===== src/rtl/if_fetch.sv =====
// Instruction fetch stage: PC register, ROM address generation and the IF/ID pipeline register.
// Define FETCH_ALIGN_CHK_EN to report odd redirect targets on fetch_fault.
module if_fetch (
    input  logic        clk,
    input  logic        rst,
    input  logic [1:0]  stall,
    input  logic        flush,
    input  logic [15:0] flush_pc,
    input  logic        branch_flag,
    input  logic [15:0] branch_target,
    output logic [15:0] rom_addr,
    output logic        rom_we,
    input  logic [15:0] rom_inst,
    output logic [15:0] id_pc,
    output logic [15:0] id_inst,
    output logic        id_valid,
    output logic        fetch_fault
);

    localparam logic CHIP_READ = 1'b0;

    typedef enum logic {
        IDLE = 1'b0,
        RUN  = 1'b1
    } state_t;

    state_t      state_q, state_d;
    logic [15:0] pc_q, pc_d;
    logic [15:0] id_pc_q, id_pc_d;
    logic [15:0] id_inst_q, id_inst_d;
    logic        id_valid_q, id_valid_d;
    logic        fetch_fault_d;
    logic        fetch_fault_q;
    logic        redirect_odd;

    assign rom_we      = CHIP_READ;
    assign rom_addr    = (state_q == RUN) ? pc_q : 16'h0000;
    assign id_pc       = id_pc_q;
    assign id_inst     = id_inst_q;
    assign id_valid    = id_valid_q;
    assign fetch_fault = fetch_fault_q;

    always_comb begin
        state_d      = state_q;
        pc_d         = pc_q;
        id_pc_d      = id_pc_q;
        id_inst_d    = id_inst_q;
        id_valid_d   = id_valid_q;
        redirect_odd = 1'b0;

        if (flush) begin
            // Flush beats every stall and branch, in either state.
            state_d      = RUN;
            pc_d         = {flush_pc[15:1], 1'b0};
            id_pc_d      = pc_q;
            id_inst_d    = 16'h0000;
            id_valid_d   = 1'b0;
            redirect_odd = flush_pc[0];
        end else if (state_q == IDLE) begin
            state_d    = RUN;
            id_inst_d  = 16'h0000;
            id_valid_d = 1'b0;
        end else if (stall[1]) begin
            // 2'b10 is an illegal encoding and is held like 2'b11.
            state_d = RUN;
        end else if (stall[0]) begin
            id_pc_d    = pc_q;
            id_inst_d  = 16'h0000;
            id_valid_d = 1'b0;
        end else if (branch_flag) begin
            pc_d         = {branch_target[15:1], 1'b0};
            id_pc_d      = pc_q;
            id_inst_d    = 16'h0000;
            id_valid_d   = 1'b0;
            redirect_odd = branch_target[0];
        end else begin
            pc_d       = pc_q + 16'h0002;
            id_pc_d    = pc_q;
            id_inst_d  = rom_inst;
            id_valid_d = 1'b1;
        end
    end

`ifdef FETCH_ALIGN_CHK_EN
    assign fetch_fault_d = redirect_odd;
`else
    assign fetch_fault_d = 1'b0;
`endif

    always_ff @(posedge clk) begin
        if (rst) begin
            state_q       <= IDLE;
            pc_q          <= 16'h0000;
            id_pc_q       <= 16'h0000;
            id_inst_q     <= 16'h0000;
            id_valid_q    <= 1'b0;
            fetch_fault_q <= 1'b0;
        end else begin
            state_q       <= state_d;
            pc_q          <= pc_d;
            id_pc_q       <= id_pc_d;
            id_inst_q     <= id_inst_d;
            id_valid_q    <= id_valid_d;
            fetch_fault_q <= fetch_fault_d;
        end
    end

endmodule


===== config.mk =====
export PLATFORM = sky130hd
export DESIGN_NAME = if_fetch
export DESIGN_NICKNAME = d
export VERILOG_FILES = /design/src/rtl/if_fetch.sv
export SDC_FILE = /design/constraint.sdc
export NUM_CORES = 1
export LEC_CHECK = 0
export BUFFER_PORTS_ARGS = -buffer_cell sky130_fd_sc_hd__buf_2
export CAP_MARGIN = 10
export CELL_PAD_IN_SITES_DETAIL_PLACEMENT = 1
export CELL_PAD_IN_SITES_GLOBAL_PLACEMENT = 1
export CORE_MARGIN = 4
export CORE_UTILIZATION = 30
export CTS_CLUSTER_DIAMETER = 120
export DETAILED_ROUTE_END_ITERATION = 10
export GPL_ROUTABILITY_DRIVEN = 0
export PLACE_DENSITY_LB_ADDON = 0.1
export RECOVER_POWER = 100
export SYNTH_ARGS = -nofsm -noshare
export SYNTH_HDL_FRONTEND = slang
export SYNTH_SLANG_ARGS = --single-unit

===== constraint.sdc =====
create_clock -name clk -period 1.68 [get_ports clk]
set_clock_uncertainty 0.15 [all_clocks]
set_input_delay 0.084 -clock clk [delete_from_list [all_inputs] [get_ports clk]]
set_output_delay 0.084 -clock clk [all_outputs]
set_load 0.1 [all_outputs]

* Word level (Yosys, flattened, before mapping) *
Cells that the tools add are included.

cells by class
  add/subtract/negate cells = 1
  equality and inequality tests = 2
  mux-type cells = 14
  bitwise logic cells = 3
  reduce and logical (&&, ||, !) cells = 6

operators with widths
  cell                                                                      count
  16-bit two-way mux                                                        11
  16-bit by 2-bit adder with 16-bit output (second input constant)          1
  3-bit AND reduction                                                       2
  2-bit by 1-bit inequality test with 1-bit output (second input constant)  2
  1-bit two-way mux                                                         3
  1-bit NOT                                                                 3
  3-bit OR reduction                                                        1
  2-bit AND reduction                                                       1
  2-bit nonzero test                                                        1
  2-bit OR reduction                                                        1

storage, ports and cells
  register bits = 50
  bits of input ports = 54
  output and inout port bits = 51

* Longest topological paths before layout *
Gate-level depths: netlist of the first run.

  depth in word-level cells = 6
  depth in mapped cells = 8

* Worst setup path after synthesis of the first run *
Ideal clock, no wire load.

  path type = register to register
  start = reg state_q
  end = reg pc_q[12]
  setup time = 0.132 ns
  arrival time = 1.424 ns
  data required time = 1.398 ns
  setup slack = -0.026 ns
  cell stages (with the launch flop) = 8
  period minus slack after synthesis = 1.706 ns
  path through = dfxtp_1 buf_6 nor3b_2 buf_4 mux2_2 and3_1 a21oi_1 a21oi_1

between the ends
  cells in the longest elaborated chain, start to end = 2

RTL lines
  element                               RTL line  RTL
  from (decl)                           27        state_t state_q, state_d;
  from (signal assigned)                99        state_q <= state_d;
  2-bit nonzero test (no source line)   n/a
  3-bit AND reduction (no source line)  n/a
  to (signal assigned)                  100       pc_q <= pc_d;
  to (decl)                             28        logic [15:0] pc_q, pc_d;

Every way passes these cells.
A chain may end at the register's enable or synchronous reset.

* Final worst setup path of the first run *
  start = reg pc_q[2]
  end = reg pc_q[12]

between the ends
  cells in the longest elaborated chain, start to end = 6

RTL lines
  element                                   RTL line  RTL
  16-bit by 2-bit adder with 16-bit output  77        pc_d = pc_q + 16'h0002;
  16-bit two-way mux                        70        end else if (branch_flag) begin
  16-bit two-way mux                        66        end else if (stall[0]) begin
  16-bit two-way mux                        63        end else if (stall[1]) begin
  16-bit two-way mux                        59        end else if (state_q == IDLE) begin
  16-bit two-way mux                        51        if (flush) begin

Every way passes these cells. The select of a mux whose other input is x is not followed.

==> results.toml, run 1 <==
[status]
status = "completed"

[die]
ios = 105
initial_core_util_pct = 31.2
fp.dieW_um = 98.1
die_area_mm2 = 0.00963
core_area_mm2 = 0.00781
fp.dieH_um = 98.1
rows = 32

[global_routing]
grt_antenna_before_repair = 0
overflow = 0
track_usage_pct = 18.3
first_global_vias = 2872
grt_max_degree = 18
grt_pass1_wl_um = 14400

[clock_tree]
root_buffer = "clkbuf_8"
cts_buffers = 5
clock-sinks = 50
insertion_delay_ns = 0.31
ctsLongestPathBuffers = 2
cts_max_level = 2
cts.clk_slew.worst_paths_ns = 0.11
cts_tree = "done"

[route]
vias_per_cell = 4.94
drtIter0Drc = 48
dr.pass1.iters = 4
drc = 0
drt-total-wl_um = 9070
ant_nets = 0
vias = 2725
wl_per_cell_um = 16.4

[logic_synthesis]
ys_seq_area_share_pct = 41.1
synth_cell_types = 52
synth_seq_cells = 50
yosysMostFrequentCell = "dfxtp_1"
synthTopCellsByCount = "dfxtp_1 (50), nor2_1 (45), and2_1 (18)"
yosys.area.top_type = "dfxtp_1"
synth_fa_ha_area_share_pct = 0.514
ys.warnings.count = 0
synth-edff-count = 0
post-synth-top-area-fraction_pct = 41.1
synth_mux_area_share_pct = 7.04
synthesis.area_mm2 = 0.00244
synth-xor-area-share_pct = 1.44
syn_avg_cell_area_um2 = 8.64
synth_cells = 282
ys.flop_type = "dfxtp_1"
synth_top_family_by_area = "simple AND/OR/NAND/NOR gates"
synthSimpleGateAreaFrac_pct = 24.9
synth.area.top_cells = "dfxtp_1 (41%), nor2_1 (6.9%), mux2i_1 (6.6%)"
synth_compound_area_share_pct = 19.2
synthArstFlopShare_pct = 0

[cells_and_area]
design_area_mm2 = 0.00418
final_layout_size_suffix_gt1_share_pct = 41.6
seq_area_mm2 = 0.00102
multiInputGateArea_mm2 = 0.00141
n_antenna_cell = 0
syn2layout_area_growth_pct = 71.7
nNetsFinal = 504
nFillCells = 927

[critical_path]
crit_arrival_ns = 1.78
slowest_delay_ns = 0.52
slowest_stage = "or4_4"
worst-path-max-fanout = 4
cpMostUsedCell = "a21oi_2"
start_kind = "flip-flop"
worstSetupPathType = "flip-flop to flip-flop"
cp_data_required_time_ns = 1.78
r2r_cells = 6
cp-end-kind = "flip-flop"
path_cells = "buf_6 -> nand4_4 -> nor2_4 -> a21oi_2 -> or4_4 -> a21oi_2"

[pwr]
cellPowerDensity_mw_per_mm2 = 747
vdd_drop_max_mv = 0.525
p_leak_nw = 1.81
power_w = 0.00312

[sta]
rsz0062_at_grt = "true"
hold_viol = 0
final.period_utilization_pct = 99.9
slew_violations = 0
period_needed_ns = 1.68
relSlewSlack_pct = 24.8
worst_slack_ns = 0.00132
worst-slew-pin-transition_ns = 1.12
tns_ns = 0
final-setup-viol-count = 0
max_freq_mhz = 596

[run]
max_cap_violations = 0

[placement]
io_buffers = 100
dp_hpwl_um = 6260
placed_cell_area_mm2 = 0.00347
place_ws_ns = -0.0895

[hold_path]
whs_path_depth = 3
hold_path.class = "primary input to flip-flop"
==> area by class of cell <==
| cell class | count | area share (%) |
|---|---|---|
| Clock buffer | 5 | 1.65 |
| Sequential cell | 50 | 24.3 |
| Inverter | 4 | 0.449 |
| Timing Repair Buffer | 183 | 35.2 |
| Tap cell | 102 | 3.05 |
| Clock inverter | 3 | 1.65 |
| Multi-Input combinational cell | 205 | 33.7 |
==> where the power goes <==
part           switching [W]  internal [W]
combinational       0.000506      0.000318
clock               0.000437      0.000597
sequential         0.0000403       0.00123
==> per-stage QoR <==
step                cells  hold WS, ns  util [%]
finish                552       0.0268      53.6
global route          552       0.0246      53.6
CTS                   540       0.0101      51.3
detailed placement    496        0.182      44.4
global placement      496        0.170      44.4
floorplan             283       0.0759         -
==> registers in the layout, summed over array words and instances, names as in the netlist <==
register	flops
id_inst	16
id_pc	16
id_valid	1
pc_q	16
state_q	1
==> final timing paths <==
path | start | to | slack, ns
setup / recovery | pc_q[2]$_SDFFE_PP0P_ | pc_q[12]$_SDFFE_PP0P_ | 0.001
hold / removal | flush | pc_q[13]$_SDFFE_PP0P_ | 0.03
setup reg to reg | pc_q[2]$_SDFFE_PP0P_ | pc_q[12]$_SDFFE_PP0P_ | 0.001
hold reg to reg | pc_q[0]$_SDFFE_PP0P_ | pc_q[0]$_SDFFE_PP0P_ | 0.35
==> timing repair <==
action,4_1_cts,5_1_grt
hold endpoints to repair,32,0
pin swaps,4,13
setup endpoints to repair,5,11
hold buffers,35,0
resized for setup,9,30
setup buffers,1,12
==> placed cells by master, fill, tap and decap left out, types with 2 or more instances in the layout <==
cell type and instances:
a211oi_1 3, a21o_1 2, a21oi_1 13, a21oi_2 4, a22oi_1 17, a31oi_1 3
and2_1 18, and3_1 4, buf_12 16, buf_2 51, buf_4 41, buf_6 6
bufinv_16 2, clkbuf_2 34, clkbuf_8 5, conb_1 2, dfxtp_1 44, dfxtp_2 2
dfxtp_4 4, dlygate4sd3_1 35, inv_1 3, mux2i_1 16, nand2_1 10, nand3_1 6
nand3_4 2, nand3b_1 5, nand4_1 3, nor2_1 45, nor3_1 4, o211ai_1 3
o21ai_0 6, o21ai_1 3, o22ai_1 2, xnor2_1 2, xor2_1 2
==> metal layers <==
metal	up-vias	routed length [µm]	global-route usage, %
met2	79	4560	33.2
li1	1342	-	-
met1	1294	4040	21.8
met5	-	0	0
met4	0	93	4.79
met3	10	376	3.50
==> worst max-delay path, delay by kind of cell, from the launching register on <==
family                 cells  cell delay, ns
buffers and inverters      1            0.11
flip-flops                 1            0.37
AO/OA/AOI/OAI              2            0.22
AND/OR/NAND/NOR            3            0.78
==> cell families after synthesis <==
kind of cell	after synthesis
mux	17
buf+inv	28
fa+ha+maj	1
compound gates	69
xor+xnor	4
other cells	1
flops	50
simple gates	112
Power figures use the tool's default switching activity.
==> run 2: changes to the inputs <==
--- a/config.mk
+++ b/config.mk
@@ -14,8 +14,8 @@
 export CTS_CLUSTER_DIAMETER = 120
 export DETAILED_ROUTE_END_ITERATION = 10
 export GPL_ROUTABILITY_DRIVEN = 0
-export PLACE_DENSITY_LB_ADDON = 0.1
-export RECOVER_POWER = 100
+export PLACE_DENSITY = 0.73
+export RECOVER_POWER = 25
 export SYNTH_ARGS = -nofsm -noshare
 export SYNTH_HDL_FRONTEND = slang
 export SYNTH_SLANG_ARGS = --single-unit
==> run 2 against run 1 <==
  * The flow now finishes with violations (hold timing, setup timing)
  * Wire length increased by 3.3%
  * Via count rose by 1.2%
  * Hold slack got worse by 0.042 ns
  * Critical path type unchanged
  * Critical endpoint unchanged
  * Sequential share of layout area is 0.50 points higher
  * Clock-buffer cell count increased by 1
  * Highest routed layer unchanged
  * Flip-flop and latch count unchanged
  * First-iteration DRC count is 50% higher
  * Cell area fell by 3.1%
  * Largest cell class is now multi-input gates
  * Sequential power is essentially flat
  * Global-route usage is 1.1 points higher
==> results.toml, run 2 (synthesis results as in run 1) <==
[critical_path]
r2r_end = "pc_q[12]$_SDFFE_PP0P_"
r2r_cells = 5
r2r_start = "state_q$_DFF_P_"
cp.buffers_inverters = 1
path_cells = "nor3b_4 -> buf_6 -> o21ai_2 -> or4_1 -> a21oi_2"
cp-endpoint = "pc_q[12]$_SDFFE_PP0P_"
cp_num_cells = 5
cp-end-kind = "flip-flop"
crit_arrival_ns = 1.80
path_delay_family = "simple AND/OR/NAND/NOR gates"
worstSetupPathType = "flip-flop to flip-flop"
slowest_delay_ns = 0.41
slowest_stage = "or4_1"
setup.worst_path.start = "state_q$_DFF_P_"
r2r_setup_slack_ns = -0.02
start_kind = "flip-flop"
worst-path-max-fanout = 6
cp_data_required_time_ns = 1.78

[sta]
final-setup-viol-count = 1
tns_ns = -0.0157
period_needed_ns = 1.70
max_freq_mhz = 590
relSlewSlack_pct = 21.9
hold_viol = 1
hold_ws_ns = -0.0156
worst_slack_ns = -0.0157
worst-slew-pin-transition_ns = 1.16
slew_violations = 0
rsz0062_at_grt = "true"
final.period_utilization_pct = 101

[route]
dr.pass1.iters = 4
drc = 0
drt-total-wl_um = 9370
vias_per_cell = 5.10
wl_per_cell_um = 17.3
drtIter0Drc = 72
ant_nets = 0
vias = 2758

[clock_tree]
ctsLongestPathBuffers = 2
insertion_delay_ns = 0.31
cts.clk_slew.worst_paths_ns = 0.10
cts_max_level = 2
clock-sinks = 50
root_buffer = "clkbuf_8"
cts_tree = "done"
cts_buffers = 5

[cells_and_area]
nFillCells = 910
syn2layout_area_growth_pct = 66.4
final_cell_mix = "buf_2 (64), dfxtp_1 (47), nor2_1 (45)"
multiInputGateArea_mm2 = 0.00138
final_layout_size_suffix_gt1_share_pct = 38.8
design_area_mm2 = 0.00405
final_common_cell = "buf_2"
nNetsFinal = 492
seq_area_mm2 = 0.00101
final_util_pct = 51.9

[run]
max_cap_violations = 0

[global_routing]
grt_max_degree = 20
grt_pass1_wl_um = 15200
grt_antenna_before_repair = 1
first_global_vias = 3048
overflow = 0
track_usage_pct = 19.3

[placement]
dp_hpwl_um = 6500
placed_cell_area_mm2 = 0.00345
io_buffers = 100
place_ws_ns = 0.00618

[pwr]
cellPowerDensity_mw_per_mm2 = 774
p_sw_w = 0.000967
vdd_drop_max_mv = 0.470
seqPwrFrac_pct = 40.2
combinationalPowerShare_pct = 26.0
internal_power_w = 0.00217
clkPwrFrac_pct = 33.8
sw_frac_of_total_pct = 30.8
p_leak_nw = 1.77

[die]
initial_core_util_pct = 31.2
rows = 32
fp.dieH_um = 98.1
core_area_mm2 = 0.00781
fp.dieW_um = 98.1
ios = 105
die_area_mm2 = 0.00963

[status]
status = "finished with violations"
violations = "hold timing, setup timing"

[hold_path]
hold_path.class = "primary input to flip-flop"
==> run 2: cell count changes in the layout (fill, tap and decap cells not counted), moves of 2 or more <==
cell | before | now
buf_2 | 51 | 64
buf_4 | 41 | 34
buf_6 | 6 | 2
clkbuf_2 | 34 | 21
dfxtp_1 | 44 | 47
dfxtp_4 | 4 | 1
dlygate4sd3_1 | 35 | 33
==> run 2: per-layer routing <==
metal  share of wire [%]  GRT usage (%)  wire length [µm]  vias up
li1                    -              -                 -     1311
met1                  42           22.8              3910     1343
met2                  50           34.7              4730       91
met3                 5.9           4.50               551       13
met4                 2.0           6.07               185        0
met5                   0              0                 0        -
==> run 2: layout make-up <==
class / instances / area share [%]
inverter: 4 / 0.370
multi-input combinational: 205 / 34.1
antenna: 1 / 0.0617
tap: 102 / 3.15
clock buffer: 6 / 2.04
timing repair buffer: 171 / 33.9
clock inverter: 2 / 1.48
sequential: 50 / 24.9
==> run 2: worst register-to-register path, delay by kind of cell, from the launching register on <==
family	cells	cell delay (ns)
buffers and inverters	1	0.18
flip-flops	1	0.37
AO/OA/AOI/OAI	2	0.17
AND/OR/NAND/NOR	2	0.77
==> run 2: worst min path at each step <==
stage,from,endpoint,slack [ns],depth (start not counted)
2_1_floorplan,flush_pc[15],pc_q[15]$_SDFFE_PP0P_,0.08,2
3_3_place_gp,rom_inst[15],id_inst[15]$_SDFFE_PP0N_,0.17,3
3_5_place_dp,flush_pc[15],pc_q[15]$_SDFFE_PP0P_,0.17,3
4_1_cts,flush,pc_q[9]$_SDFFE_PP0P_,0.0003,3
5_1_grt,flush,pc_q[9]$_SDFFE_PP0P_,0.007,3
6_report,branch_target[5],pc_q[5]$_SDFFE_PP0P_,-0.02,5
==> run 2: metrics by stage <==
stage / instances / total power [W]
2_1_floorplan: 283 / 0.00175
3_3_place_gp: 494 / 0.00200
3_5_place_dp: 494 / 0.00201
4_1_cts: 535 / 0.00313
5_1_grt: 541 / 0.00325
6_report: 541 / 0.00314
==> run 2: timing repair <==
item | 4_1_cts | 5_1_grt
gates resized for setup | 1 | 21
pin swaps | 0 | 11
endpoints found under the hold margin | 36 | 0
setup endpoints to repair | 2 | 12
buffers inserted | 0 | 4
cloned | 0 | 1
hold buffers | 33 | 0
==> run 2: power groups by stage <==
stage	logic, W	registers, W	clock network (W)
final	0.000815	0.00126	0.00106
after global routing	0.000868	0.00127	0.00111
after CTS	0.000791	0.00126	0.00108
after detailed placement	0.000727	0.00128	0
after global placement	0.000715	0.00128	0
after floorplan	0.000336	0.00141	0
